$ cat src/rtl/alu_pkg.sv
// Shared ALU definitions: opcode constants, data width and the issuer FSM encoding.
// Used by the command issuer and by the ALU it drives.
package alu_pkg;

  localparam int ALU_W = 16;
  localparam int OP_W  = 3;

  localparam logic [OP_W-1:0] OP_ADD = 3'd0;
  localparam logic [OP_W-1:0] OP_SUB = 3'd1;
  localparam logic [OP_W-1:0] OP_AND = 3'd2;
  localparam logic [OP_W-1:0] OP_OR  = 3'd3;
  localparam logic [OP_W-1:0] OP_XOR = 3'd4;
  localparam logic [OP_W-1:0] OP_SHL = 3'd5;
  localparam logic [OP_W-1:0] OP_SHR = 3'd6;
  localparam logic [OP_W-1:0] OP_MUL = 3'd7;

  typedef enum logic [1:0] {
    ST_IDLE    = 2'd0,
    ST_ISSUE   = 2'd1,
    ST_CAPTURE = 2'd2,
    ST_RESP    = 2'd3
  } issuer_state_t;

endpackage

$ cat src/rtl/alu_cmd_issuer_enable_hold.sv
// Clock-gate enable generator for the ALU: enable is high while busy and for
// HOLD_CYCLES cycles after load, then drops. Output is registered (glitch-free).
module alu_enable_hold #(
  parameter int HOLD_CYCLES = 2
) (
  input  logic clk,
  input  logic rst,
  input  logic busy,
  input  logic load,
  output logic enable
);

  localparam int CNT_W = (HOLD_CYCLES < 1) ? 1 : $clog2(HOLD_CYCLES + 1);
  localparam logic [CNT_W-1:0] HOLD_V = CNT_W'(HOLD_CYCLES);
  localparam logic [CNT_W-1:0] CNT_ONE = CNT_W'(1);

  logic [CNT_W-1:0] r_cnt;
  logic             r_enable;

  // busy/load describe the next cycle, so r_enable lines up with the work itself.
  always_ff @(posedge clk) begin
    if (rst) begin
      r_cnt    <= '0;
      r_enable <= 1'b0;
    end else if (load) begin
      r_cnt    <= HOLD_V;
      r_enable <= (HOLD_V != '0);
    end else if (busy) begin
      r_cnt    <= HOLD_V;
      r_enable <= 1'b1;
    end else begin
      if (r_cnt != '0) begin
        r_cnt <= r_cnt - CNT_ONE;
      end
      r_enable <= (r_cnt > CNT_ONE);
    end
  end

  assign enable = r_enable;

endmodule

$ cat src/rtl/alu_cmd_issuer.sv
// Initiator for the 16-bit clock-gated ALU: issue one tagged command, capture the
// registered result, return a tagged response. Optional counters: ALU_ISSUER_STATS_EN.
import alu_pkg::*;

module alu_cmd_issuer #(
  parameter int TAG_W       = 4,
  parameter int HOLD_CYCLES = 2
) (
  input  logic             clk,
  input  logic             rst,
  input  logic             cmd_valid,
  output logic             cmd_ready,
  input  logic [OP_W-1:0]  cmd_op,
  input  logic [ALU_W-1:0] cmd_a,
  input  logic [ALU_W-1:0] cmd_b,
  input  logic [TAG_W-1:0] cmd_tag,
  output logic [ALU_W-1:0] alu_a,
  output logic [ALU_W-1:0] alu_b,
  output logic [OP_W-1:0]  alu_op,
  output logic             alu_enable,
  input  logic [ALU_W-1:0] alu_result,
  input  logic             alu_carry,
  output logic             rsp_valid,
  input  logic             rsp_ready,
  output logic [ALU_W-1:0] rsp_result,
  output logic             rsp_carry,
  output logic             rsp_zero,
  output logic [TAG_W-1:0] rsp_tag,
  output logic [1:0]       dbg_state
`ifdef ALU_ISSUER_STATS_EN
  ,
  output logic [31:0]      stat_ops,
  output logic [31:0]      stat_gated_cycles
`endif
);

  // Both channels: a transfer happens on a rising edge where valid && ready;
  // the sender holds its fields stable from raising valid until that edge.

  issuer_state_t    r_state;
  logic             r_cmd_ready;
  logic [ALU_W-1:0] r_alu_a;
  logic [ALU_W-1:0] r_alu_b;
  logic [OP_W-1:0]  r_alu_op;
  logic [TAG_W-1:0] r_tag;
  logic             r_rsp_valid;
  logic [ALU_W-1:0] r_rsp_result;
  logic             r_rsp_carry;
  logic             r_rsp_zero;
  logic [TAG_W-1:0] r_rsp_tag;

  logic w_accept;
  logic w_rsp_hs;
  logic w_busy_next;
  logic w_load_hold;
  logic w_alu_enable;

  assign w_accept    = (r_state == ST_IDLE) && cmd_valid && r_cmd_ready;
  assign w_rsp_hs    = (r_state == ST_RESP) && rsp_ready;
  assign w_busy_next = w_accept || (r_state == ST_ISSUE);
  assign w_load_hold = (r_state == ST_CAPTURE);

  always_ff @(posedge clk) begin
    if (rst) begin
      r_state      <= ST_IDLE;
      r_cmd_ready  <= 1'b0;
      r_alu_a      <= '0;
      r_alu_b      <= '0;
      r_alu_op     <= '0;
      r_tag        <= '0;
      r_rsp_valid  <= 1'b0;
      r_rsp_result <= '0;
      r_rsp_carry  <= 1'b0;
      r_rsp_zero   <= 1'b0;
      r_rsp_tag    <= '0;
    end else begin
      case (r_state)
        ST_IDLE: begin
          if (w_accept) begin
            r_alu_a     <= cmd_a;
            r_alu_b     <= cmd_b;
            r_alu_op    <= cmd_op;
            r_tag       <= cmd_tag;
            r_cmd_ready <= 1'b0;
            r_state     <= ST_ISSUE;
          end else begin
            r_cmd_ready <= 1'b1;
          end
        end
        ST_ISSUE: begin
          r_state <= ST_CAPTURE;
        end
        ST_CAPTURE: begin
          // The ALU zero flag lags its result by a cycle, so zero is derived here.
          r_rsp_result <= alu_result;
          r_rsp_carry  <= alu_carry;
          r_rsp_zero   <= (alu_result == '0);
          r_rsp_tag    <= r_tag;
          r_rsp_valid  <= 1'b1;
          r_state      <= ST_RESP;
        end
        ST_RESP: begin
          if (w_rsp_hs) begin
            r_rsp_valid <= 1'b0;
            r_cmd_ready <= 1'b1;
            r_state     <= ST_IDLE;
          end
        end
        default: begin
          r_state <= ST_IDLE;
        end
      endcase
    end
  end

  alu_enable_hold #(
    .HOLD_CYCLES(HOLD_CYCLES)
  ) u_enable_hold (
    .clk   (clk),
    .rst   (rst),
    .busy  (w_busy_next),
    .load  (w_load_hold),
    .enable(w_alu_enable)
  );

  assign cmd_ready  = r_cmd_ready;
  assign alu_a      = r_alu_a;
  assign alu_b      = r_alu_b;
  assign alu_op     = r_alu_op;
  assign alu_enable = w_alu_enable;
  assign rsp_valid  = r_rsp_valid;
  assign rsp_result = r_rsp_result;
  assign rsp_carry  = r_rsp_carry;
  assign rsp_zero   = r_rsp_zero;
  assign rsp_tag    = r_rsp_tag;
  assign dbg_state  = r_state;

`ifdef ALU_ISSUER_STATS_EN
  logic [31:0] r_stat_ops;
  logic [31:0] r_stat_gated;

  always_ff @(posedge clk) begin
    if (rst) begin
      r_stat_ops   <= '0;
      r_stat_gated <= '0;
    end else begin
      if (w_rsp_hs && (r_stat_ops != '1)) begin
        r_stat_ops <= r_stat_ops + 32'd1;
      end
      if (!w_alu_enable && (r_stat_gated != '1)) begin
        r_stat_gated <= r_stat_gated + 32'd1;
      end
    end
  end

  assign stat_ops          = r_stat_ops;
  assign stat_gated_cycles = r_stat_gated;
`endif

endmodule

$ cat config.mk
export PLATFORM = sky130hd
export DESIGN_NAME = alu_cmd_issuer
export DESIGN_NICKNAME = d
export VERILOG_FILES = /design/src/rtl/alu_pkg.sv /design/src/rtl/alu_cmd_issuer_enable_hold.sv /design/src/rtl/alu_cmd_issuer.sv
export SDC_FILE = /design/constraint.sdc
export NUM_CORES = 1
export LEC_CHECK = 0
export ABC_AREA = 0
export CORE_MARGIN = 3
export CORE_UTILIZATION = 40
export DETAILED_ROUTE_END_ITERATION = 16
export PLACE_DENSITY = 0.76
export SLEW_MARGIN = 25
export SYNTH_ARGS = -nofsm -noshare
export SYNTH_HDL_FRONTEND = slang
export SYNTH_SLANG_ARGS = --single-unit
$ cat constraint.sdc
create_clock -name clk -period 1.6 [get_ports clk]
set_input_delay 0.32 -clock clk [delete_from_list [all_inputs] [get_ports clk]]
set_output_delay 0.32 -clock clk [all_outputs]
set_load 0.1 [all_outputs]
==> impl_metrics.prom, run 1 <==
# TYPE chip_impl_metric gauge
chip_impl_info{name="outcome",value="finished clean"} 1
chip_impl_metric{name="core_area",unit="mm^2"} 0.00642
chip_impl_metric{name="dpl-instance-area",unit="mm^2"} 0.00458
chip_impl_metric{name="diodes",unit=""} 0
chip_impl_metric{name="detailedRoute.firstPassIterationCount",unit=""} 4
chip_impl_metric{name="setup_viol",unit=""} 0
chip_impl_metric{name="netlist_area",unit="mm^2"} 0.00268
chip_impl_metric{name="numPlacedInstances",unit=""} 475
chip_impl_metric{name="clock_tree.htree_level_count",unit=""} 3
chip_impl_metric{name="critPathMaxStageDelay",unit="ns"} 0.37
chip_impl_metric{name="clock-sinks",unit=""} 68
chip_impl_metric{name="route.antenna.remaining_nets",unit=""} 0
chip_impl_metric{name="worst_vdd_drop",unit="mV"} 0.941
chip_impl_metric{name="worst-endpoint-required",unit="ns"} 1.87
chip_impl_metric{name="post_cts_resized",unit=""} 0
chip_impl_metric{name="detail_route.iter0.violations",unit=""} 51
chip_impl_info{name="r2r_start",value="dbg_state[1]"} 1
chip_impl_info{name="worst_setup_path_end_kind",value="flip-flop"} 1
chip_impl_metric{name="syn_inst",unit=""} 286
chip_impl_metric{name="post-route-min-period",unit="ns"} 1.48
chip_impl_metric{name="synth.yosys.seq_area_share",unit="%"} 50.8
chip_impl_metric{name="dieWidth",unit="um"} 87.9
chip_impl_metric{name="drc",unit=""} 0
chip_impl_metric{name="floorplan.die_area",unit="mm^2"} 0.00772
chip_impl_info{name="cts_tree",value="done"} 1
chip_impl_metric{name="finalWeightedCongestion",unit=""} 0.731
chip_impl_metric{name="synth.net_count",unit=""} 350
chip_impl_metric{name="vias_per_cell",unit=""} 4.80
chip_impl_metric{name="slew_headroom",unit="%"} 67.0
chip_impl_metric{name="cts.reportedPaths.clkPinSlew",unit="ns"} 0.07
chip_impl_metric{name="syn_area_per_cell",unit="um^2"} 9.38
chip_impl_metric{name="finalHoldViolations",unit=""} 0
chip_impl_metric{name="power.density",unit="mW/mm^2"} 1590
chip_impl_metric{name="routed_wire_length_per_instance",unit="um"} 14.6
chip_impl_metric{name="timing.max_cap.violations",unit=""} 0
chip_impl_metric{name="gr-usage-all-layers",unit="%"} 19.6
chip_impl_metric{name="global_route.overflow_total",unit=""} 0
chip_impl_metric{name="reg2regPathDepth",unit=""} 6
chip_impl_metric{name="drive_above_1_share",unit="%"} 32.6
chip_impl_metric{name="cts_inserted_buffers",unit=""} 9
chip_impl_metric{name="total_leakage_power",unit="nW"} 1.74
chip_impl_metric{name="design.final.nets",unit=""} 473
chip_impl_metric{name="final_design_area_no_fill",unit="mm^2"} 0.00478
chip_impl_metric{name="grt_first_pass_wirelength",unit="mm"} 11.6
chip_impl_metric{name="grt_antenna_before_repair",unit=""} 0
chip_impl_info{name="root_buffer_cell",value="clkbuf_8"} 1
chip_impl_metric{name="critPathArrivalTime",unit="ns"} 1.75
chip_impl_metric{name="ys_types",unit=""} 28
chip_impl_metric{name="setup_tns",unit="ns"} 0
chip_impl_metric{name="cts.path.max_buffers",unit=""} 2
chip_impl_metric{name="floorplan.initialDensity",unit="%"} 41.7
chip_impl_metric{name="r2r_slack",unit="ns"} 0.12
chip_impl_metric{name="maxClockFrequency",unit="MHz"} 674
chip_impl_info{name="setup.worst_path.end",value="alu_a[15]"} 1
chip_impl_metric{name="worst_slew_pin_slew",unit="ns"} 0.496
chip_impl_metric{name="post_cts_buffers",unit=""} 0
chip_impl_info{name="cp-startpoint",value="dbg_state[1]"} 1
chip_impl_metric{name="timing.clock.skew",unit="ns"} 0.00932
chip_impl_info{name="criticalPathCategory",value="reg -> reg"} 1
chip_impl_info{name="crit_chain",value="inv_1 > ha_1 > and3_2 > buf_4 > nand2_1 > a21oi_2"} 1
chip_impl_metric{name="route.vias.total",unit=""} 2358
chip_impl_metric{name="timing.final.ws_setup",unit="ns"} 0.117
chip_impl_metric{name="timing.final.max_slew_violations",unit=""} 0
chip_impl_info{name="cp-start-kind",value="flip-flop"} 1
chip_impl_metric{name="clock_latency",unit="ns"} 0.34
chip_impl_info{name="regToRegEndpoint",value="alu_a[15]"} 1
chip_impl_metric{name="die_y",unit="um"} 87.9
chip_impl_info{name="holdCritPathClass",value="in -> reg"} 1
chip_impl_metric{name="pin_count",unit=""} 122
chip_impl_metric{name="grt_start_max_net_pins",unit=""} 28
chip_impl_info{name="cpMaxStageDelayCell",value="dfxtp_4"} 1
chip_impl_metric{name="final_cell_count_no_fill",unit=""} 491
chip_impl_metric{name="post-dp-hpwl",unit="mm"} 5.41
chip_impl_metric{name="post_cts_hold_buffer_count",unit=""} 0
chip_impl_metric{name="ys.warnings.count",unit=""} 0
chip_impl_metric{name="finalPower",unit="mW"} 7.60
chip_impl_metric{name="portion_of_the_clock_cycle_consumed_by_the_worst_path_in_the_final_layout",unit="%"} 92.7
chip_impl_info{name="grt_setup_unrepaired",value="false"} 1
chip_impl_metric{name="placement.io_buffers",unit=""} 121
chip_impl_metric{name="route.final.wire_length",unit="mm"} 7.19
chip_impl_metric{name="preCtsSetupSlack",unit="ns"} 0.0142
chip_impl_metric{name="via_count_of_the_first_global_routing_pass",unit=""} 2478
chip_impl_metric{name="ys_seq_elements",unit=""} 68
chip_impl_metric{name="area_growth_syn_to_layout",unit="%"} 78.3
chip_impl_metric{name="cell_rows",unit=""} 29
chip_impl_metric{name="worstPathMaxFanout",unit=""} 11
sequential cells by signal, indices dropped and copies added, names as in the netlist, 2 cells and up:
name,count
alu_op,3
r_tag,4
alu_b,16
u_enable_hold.r_cnt,2
rsp_tag,4
dbg_state,2
alu_a,16
rsp_result,16
worst min path at each step:
stage | start | endpoint | slack (ns) | cells past startpoint
finish | rst | rsp_result[4] | 0.43 | 2
global route | rst | rsp_result[8] | 0.44 | 2
CTS | rst | rsp_result[8] | 0.41 | 2
detailed placement | r_tag[0] | r_tag[0] | 0.46 | 2
global placement | r_tag[2] | r_tag[2] | 0.46 | 2
floorplan | cmd_b[0] | alu_b[0] | 0.45 | 2
logic make-up after synthesis:
| kind of cell | count (synthesis) | share of synthesized area (%) |
|---|---|---|
| AND/OR/NAND/NOR | 122 | 19.7 |
| AO/OA/AOI/OAI | 48 | 13.9 |
| buffers and inverters | 23 | 5.88 |
| flip-flops | 68 | 50.8 |
| adder cells (fa/ha/maj) | 4 | 1.87 |
| multiplexers | 21 | 7.84 |
metal layers:
layer,GRT usage (%),vias up,routed length (um)
met4,10.3,0,147
met1,22.7,1088,2970
met5,0,-,0
met2,32.7,74,3610
li1,-,1181,-
met3,5.74,15,468
report_power, final:
part | internal, mW | switching, mW | total [mW]
clock | 0.787 | 0.623 | 1.41
combinational | 1.46 | 2.47 | 3.93
sequential | 1.98 | 0.286 | 2.26
area by class of cell:
cell class | instances | area, um^2
Clock buffer | 13 | 191
Tap cell | 77 | 96.3
Sequential cell | 68 | 1370
Timing Repair Buffer | 132 | 1930
Clock inverter | 3 | 15.0
Multi-Input combinational cell | 195 | 1160
Inverter | 3 | 11.3
Fill cell | 439 | 1640
critical path, delay by kind of cell (launching register included):
kind | cells | cell delay (ns)
fa+ha+maj | 1 | 0.23
flops | 1 | 0.37
compound gates | 1 | 0.12
buf+inv | 2 | 0.31
simple gates | 2 | 0.38
layout by cell type, fill, tap and decap left out:
cell type,Yosys,routed
a211oi_1,1,1
clkbuf_16,0,2
nor2_1,27,27
clkbuf_8,0,10
clkdlybuf4s50_1,0,58
o32ai_1,1,1
dfxtp_4,0,2
a21oi_1,14,14
clkbuf_1,3,1
clkinv_2,0,3
inv_1,3,3
nor3_1,1,1
buf_4,4,9
a21bo_2,1,1
nor2b_1,1,1
nand3_1,3,3
a2111oi_2,1,1
nor4_1,5,5
nand2_1,71,71
dfxtp_1,68,65
nand3b_1,1,1
or2_2,1,1
dfxtp_2,0,1
nand2_2,9,9
mux2i_1,21,21
nand2b_1,1,1
a21o_1,1,1
buf_12,1,64
ha_1,4,4
and3_2,0,1
a21oi_2,29,29
nor4_4,1,1
buf_2,8,1
Yosys cell counts:
| library cell | instances | area [um^2] |
|---|---|---|
| mux2i_1 | 21 | 210 |
| nor4_4 | 1 | 21.3 |
| and3_1 | 1 | 6.26 |
| buf_2 | 8 | 40.0 |
| a2111oi_2 | 1 | 15.0 |
| a21bo_2 | 1 | 10.0 |
| nor2b_1 | 1 | 6.26 |
| buf_6 | 4 | 45.0 |
| or2_2 | 1 | 6.26 |
| buf_12 | 1 | 20.0 |
| dfxtp_1 | 68 | 1360 |
| nand3_1 | 3 | 15.0 |
| o32ai_1 | 1 | 8.76 |
| a211oi_1 | 1 | 7.51 |
| nor2_1 | 27 | 101 |
| a21oi_2 | 29 | 254 |
| nand2_2 | 9 | 56.3 |
| buf_4 | 4 | 30.0 |
| nand3b_1 | 1 | 7.51 |
| inv_1 | 3 | 11.3 |
| nor4_1 | 5 | 31.3 |
| ha_1 | 4 | 50.1 |
| clkbuf_1 | 3 | 11.3 |
| nand2_1 | 71 | 267 |
| nand2b_1 | 1 | 6.26 |
| a21oi_1 | 14 | 70.1 |
| a21o_1 | 1 | 7.51 |
| nor3_1 | 1 | 5.00 |
metrics by stage:
step                      utilization [%]  hold slack (ns)
final                                74.5            0.431
after floorplan                         -            0.447
after global routing                 74.5            0.441
after global placement               71.2            0.458
after detailed placement             71.2            0.460
after CTS                            74.5            0.411
No activity file was read; power rests on OpenSTA's default activity.
==> run 2: changes to the inputs <==
- CTS_BUF_LIST: default -> sky130_fd_sc_hd__clkbuf_4 sky130_fd_sc_hd__clkbuf_8 sky130_fd_sc_hd__clkbuf_16
==> run 2 against run 1 <==
Compared with the run above: utilization is 0.058 points higher; combinational power hardly changed; largest power group unchanged; setup slack hardly changed; global-route usage hardly changed.
==> impl_metrics.prom, run 2 (same netlist as run 1, synthesis figures left out) <==
# TYPE chip_impl_metric gauge
chip_impl_info{name="outcome",value="finished clean"} 1
chip_impl_metric{name="worst_vdd_drop",unit="mV"} 0.941
chip_impl_metric{name="post-route-min-period",unit="ns"} 1.48
chip_impl_metric{name="finalWeightedCongestion",unit=""} 0.731
chip_impl_metric{name="net-switching-power",unit="mW"} 3.38
chip_impl_metric{name="share_comb_of_total_power",unit="%"} 51.6
chip_impl_metric{name="vias_per_cell",unit=""} 4.80
chip_impl_metric{name="cts.path.max_buffers",unit=""} 2
chip_impl_metric{name="clock_tree.htree_level_count",unit=""} 3
chip_impl_metric{name="setup_viol",unit=""} 0
chip_impl_metric{name="post-dp-hpwl",unit="mm"} 5.41
chip_impl_metric{name="cts_inserted_buffers",unit=""} 9
chip_impl_info{name="criticalPathCategory",value="reg -> reg"} 1
chip_impl_metric{name="floorplan.die_area",unit="mm^2"} 0.00772
chip_impl_info{name="cts_tree",value="done"} 1
chip_impl_info{name="crit_chain",value="inv_1 > ha_1 > and3_2 > buf_4 > nand2_1 > a21oi_2"} 1
chip_impl_metric{name="route.vias.total",unit=""} 2359
chip_impl_metric{name="routed_wire_length_per_instance",unit="um"} 14.6
chip_impl_metric{name="global_route.overflow_total",unit=""} 0
chip_impl_metric{name="die_y",unit="um"} 87.9
chip_impl_metric{name="drc",unit=""} 0
chip_impl_metric{name="power.density",unit="mW/mm^2"} 1590
chip_impl_metric{name="finalPower",unit="mW"} 7.62
chip_impl_metric{name="route.final.wire_length",unit="mm"} 7.18
chip_impl_info{name="cpMaxStageDelayCell",value="dfxtp_4"} 1
chip_impl_info{name="dr.max_layer_used",value="met4"} 1
chip_impl_metric{name="worst_slew_pin_slew",unit="ns"} 0.493
chip_impl_metric{name="grt_antenna_before_repair",unit=""} 0
chip_impl_metric{name="pin_count",unit=""} 122
chip_impl_metric{name="via_count_of_the_first_global_routing_pass",unit=""} 2476
chip_impl_metric{name="placement.io_buffers",unit=""} 121
chip_impl_metric{name="timing.max_cap.violations",unit=""} 0
chip_impl_metric{name="diodes",unit=""} 0
chip_impl_info{name="cp-start-kind",value="flip-flop"} 1
chip_impl_metric{name="cell_rows",unit=""} 29
chip_impl_metric{name="clkPwrFrac",unit="%"} 18.7
chip_impl_metric{name="detail_route.iter0.violations",unit=""} 54
chip_impl_metric{name="dieWidth",unit="um"} 87.9
chip_impl_metric{name="detailedRoute.firstPassIterationCount",unit=""} 4
chip_impl_metric{name="slew_headroom",unit="%"} 67.1
chip_impl_metric{name="maxClockFrequency",unit="MHz"} 674
chip_impl_metric{name="wl_met1",unit="mm"} 2.95
chip_impl_info{name="most-common-layout-cells",value="71 x nand2_1, 65 x dfxtp_1, 64 x buf_12"} 1
chip_impl_metric{name="finalHoldViolations",unit=""} 0
chip_impl_metric{name="grt_first_pass_wirelength",unit="mm"} 11.6
chip_impl_metric{name="timing.final.max_slew_violations",unit=""} 0
chip_impl_metric{name="route.antenna.remaining_nets",unit=""} 0
chip_impl_metric{name="post_cts_resized",unit=""} 0
chip_impl_metric{name="n_fill_cell",unit=""} 441
chip_impl_metric{name="grt_start_max_net_pins",unit=""} 28
chip_impl_metric{name="worstPathMaxFanout",unit=""} 11
chip_impl_metric{name="critPathArrivalTime",unit="ns"} 1.75
chip_impl_info{name="worst_setup_path_end_kind",value="flip-flop"} 1
chip_impl_info{name="root_buffer_cell",value="clkbuf_8"} 1
chip_impl_metric{name="design.final.nets",unit=""} 473
chip_impl_info{name="layout.cells.most_common",value="nand2_1"} 1
chip_impl_metric{name="netSwitchingFraction",unit="%"} 44.3
chip_impl_metric{name="cts.reportedPaths.clkPinSlew",unit="ns"} 0.07
chip_impl_metric{name="core_area",unit="mm^2"} 0.00642
chip_impl_metric{name="power.sequential.fraction",unit="%"} 29.7
chip_impl_metric{name="post_cts_hold_buffer_count",unit=""} 0
chip_impl_metric{name="worst-endpoint-required",unit="ns"} 1.87
chip_impl_metric{name="clock-sinks",unit=""} 68
chip_impl_metric{name="floorplan.initialDensity",unit="%"} 41.7
chip_impl_metric{name="gr-usage-all-layers",unit="%"} 19.6
chip_impl_info{name="holdCritPathClass",value="in -> reg"} 1
chip_impl_metric{name="wl_met3",unit="um"} 467
chip_impl_info{name="grt_setup_unrepaired",value="false"} 1
chip_impl_metric{name="critPathMaxStageDelay",unit="ns"} 0.37
chip_impl_metric{name="drive_above_1_share",unit="%"} 32.9
chip_impl_metric{name="post_cts_buffers",unit=""} 0
chip_impl_metric{name="portion_of_the_clock_cycle_consumed_by_the_worst_path_in_the_final_layout",unit="%"} 92.7
chip_impl_metric{name="area_growth_syn_to_layout",unit="%"} 78.5
chip_impl_metric{name="total_leakage_power",unit="nW"} 1.75
chip_impl_metric{name="met2RoutedLength",unit="mm"} 3.61
chip_impl_metric{name="timing.clock.skew",unit="ns"} 0.00959
chip_impl_metric{name="internal-power",unit="mW"} 4.24
chip_impl_metric{name="finish.utilization",unit="%"} 74.5
chip_impl_metric{name="clock_latency",unit="ns"} 0.34
-- run 2: cell counts in the layout (fill, tap and decap cells not counted) --
No cell type changed its count.
-- run 2: metrics by stage --
stage / setup slack, ns / hold slack (ns) / std cells / setup TNS [ns] / area, um^2
2_1_floorplan: -0.0147 / 0.447 / 286 / -0.0147 / 2690
3_3_place_gp: 0.0534 / 0.458 / 475 / 0 / 4580
3_5_place_dp: 0.0142 / 0.460 / 475 / 0 / 4580
4_1_cts: 0.101 / 0.411 / 491 / 0 / 4790
5_1_grt: 0.0293 / 0.441 / 491 / 0 / 4790
6_report: 0.117 / 0.431 / 491 / 0 / 4790
-- run 2: routing by layer --
metal / track usage, % / up-vias
li1: - / 1182
met3: 5.74 / 15
met1: 22.7 / 1088
met2: 32.7 / 74
met4: 10.3 / 0
met5: 0 / -
-- run 2: final timing paths --
kind	to	slack, ns	depth (start not counted)	startpoint
setup / recovery	alu_a[15]	0.12	6	dbg_state[1]
hold / removal	rsp_result[4]	0.43	2	rst
setup reg to reg	alu_a[15]	0.12	6	dbg_state[1]
hold reg to reg	r_tag[3]	0.47	2	r_tag[3]
-- run 2: worst max-delay path: cells and delay by family, from the launching register on --
family                   cells  cell delay (ns)
adder cells (fa/ha/maj)      1             0.23
flip-flops                   1             0.37
buffers and inverters        2             0.31
AO/OA/AOI/OAI                1             0.12
AND/OR/NAND/NOR              2             0.38
-- run 2: area by class of cell --
type | count | area, um^2 | area share [%]
clock inverter | 3 | 15.0 | 0.314
inverter | 3 | 11.3 | 0.235
multi-input combinational | 195 | 1160 | 24.3
tap | 77 | 96.3 | 2.01
clock buffer | 13 | 195 | 4.08
timing repair buffer | 132 | 1930 | 40.4
sequential | 68 | 1370 | 28.6
-- run 2: power groups by stage --
stage                     Clock, mW  Combinational (mW)  Sequential [mW]
after CTS                      1.46                3.96             2.26
after global placement            0                3.90             2.29
final                          1.43                3.93             2.26
after detailed placement          0                3.94             2.30
after floorplan                   0               0.954             3.84
after global routing           1.55                4.09             2.30
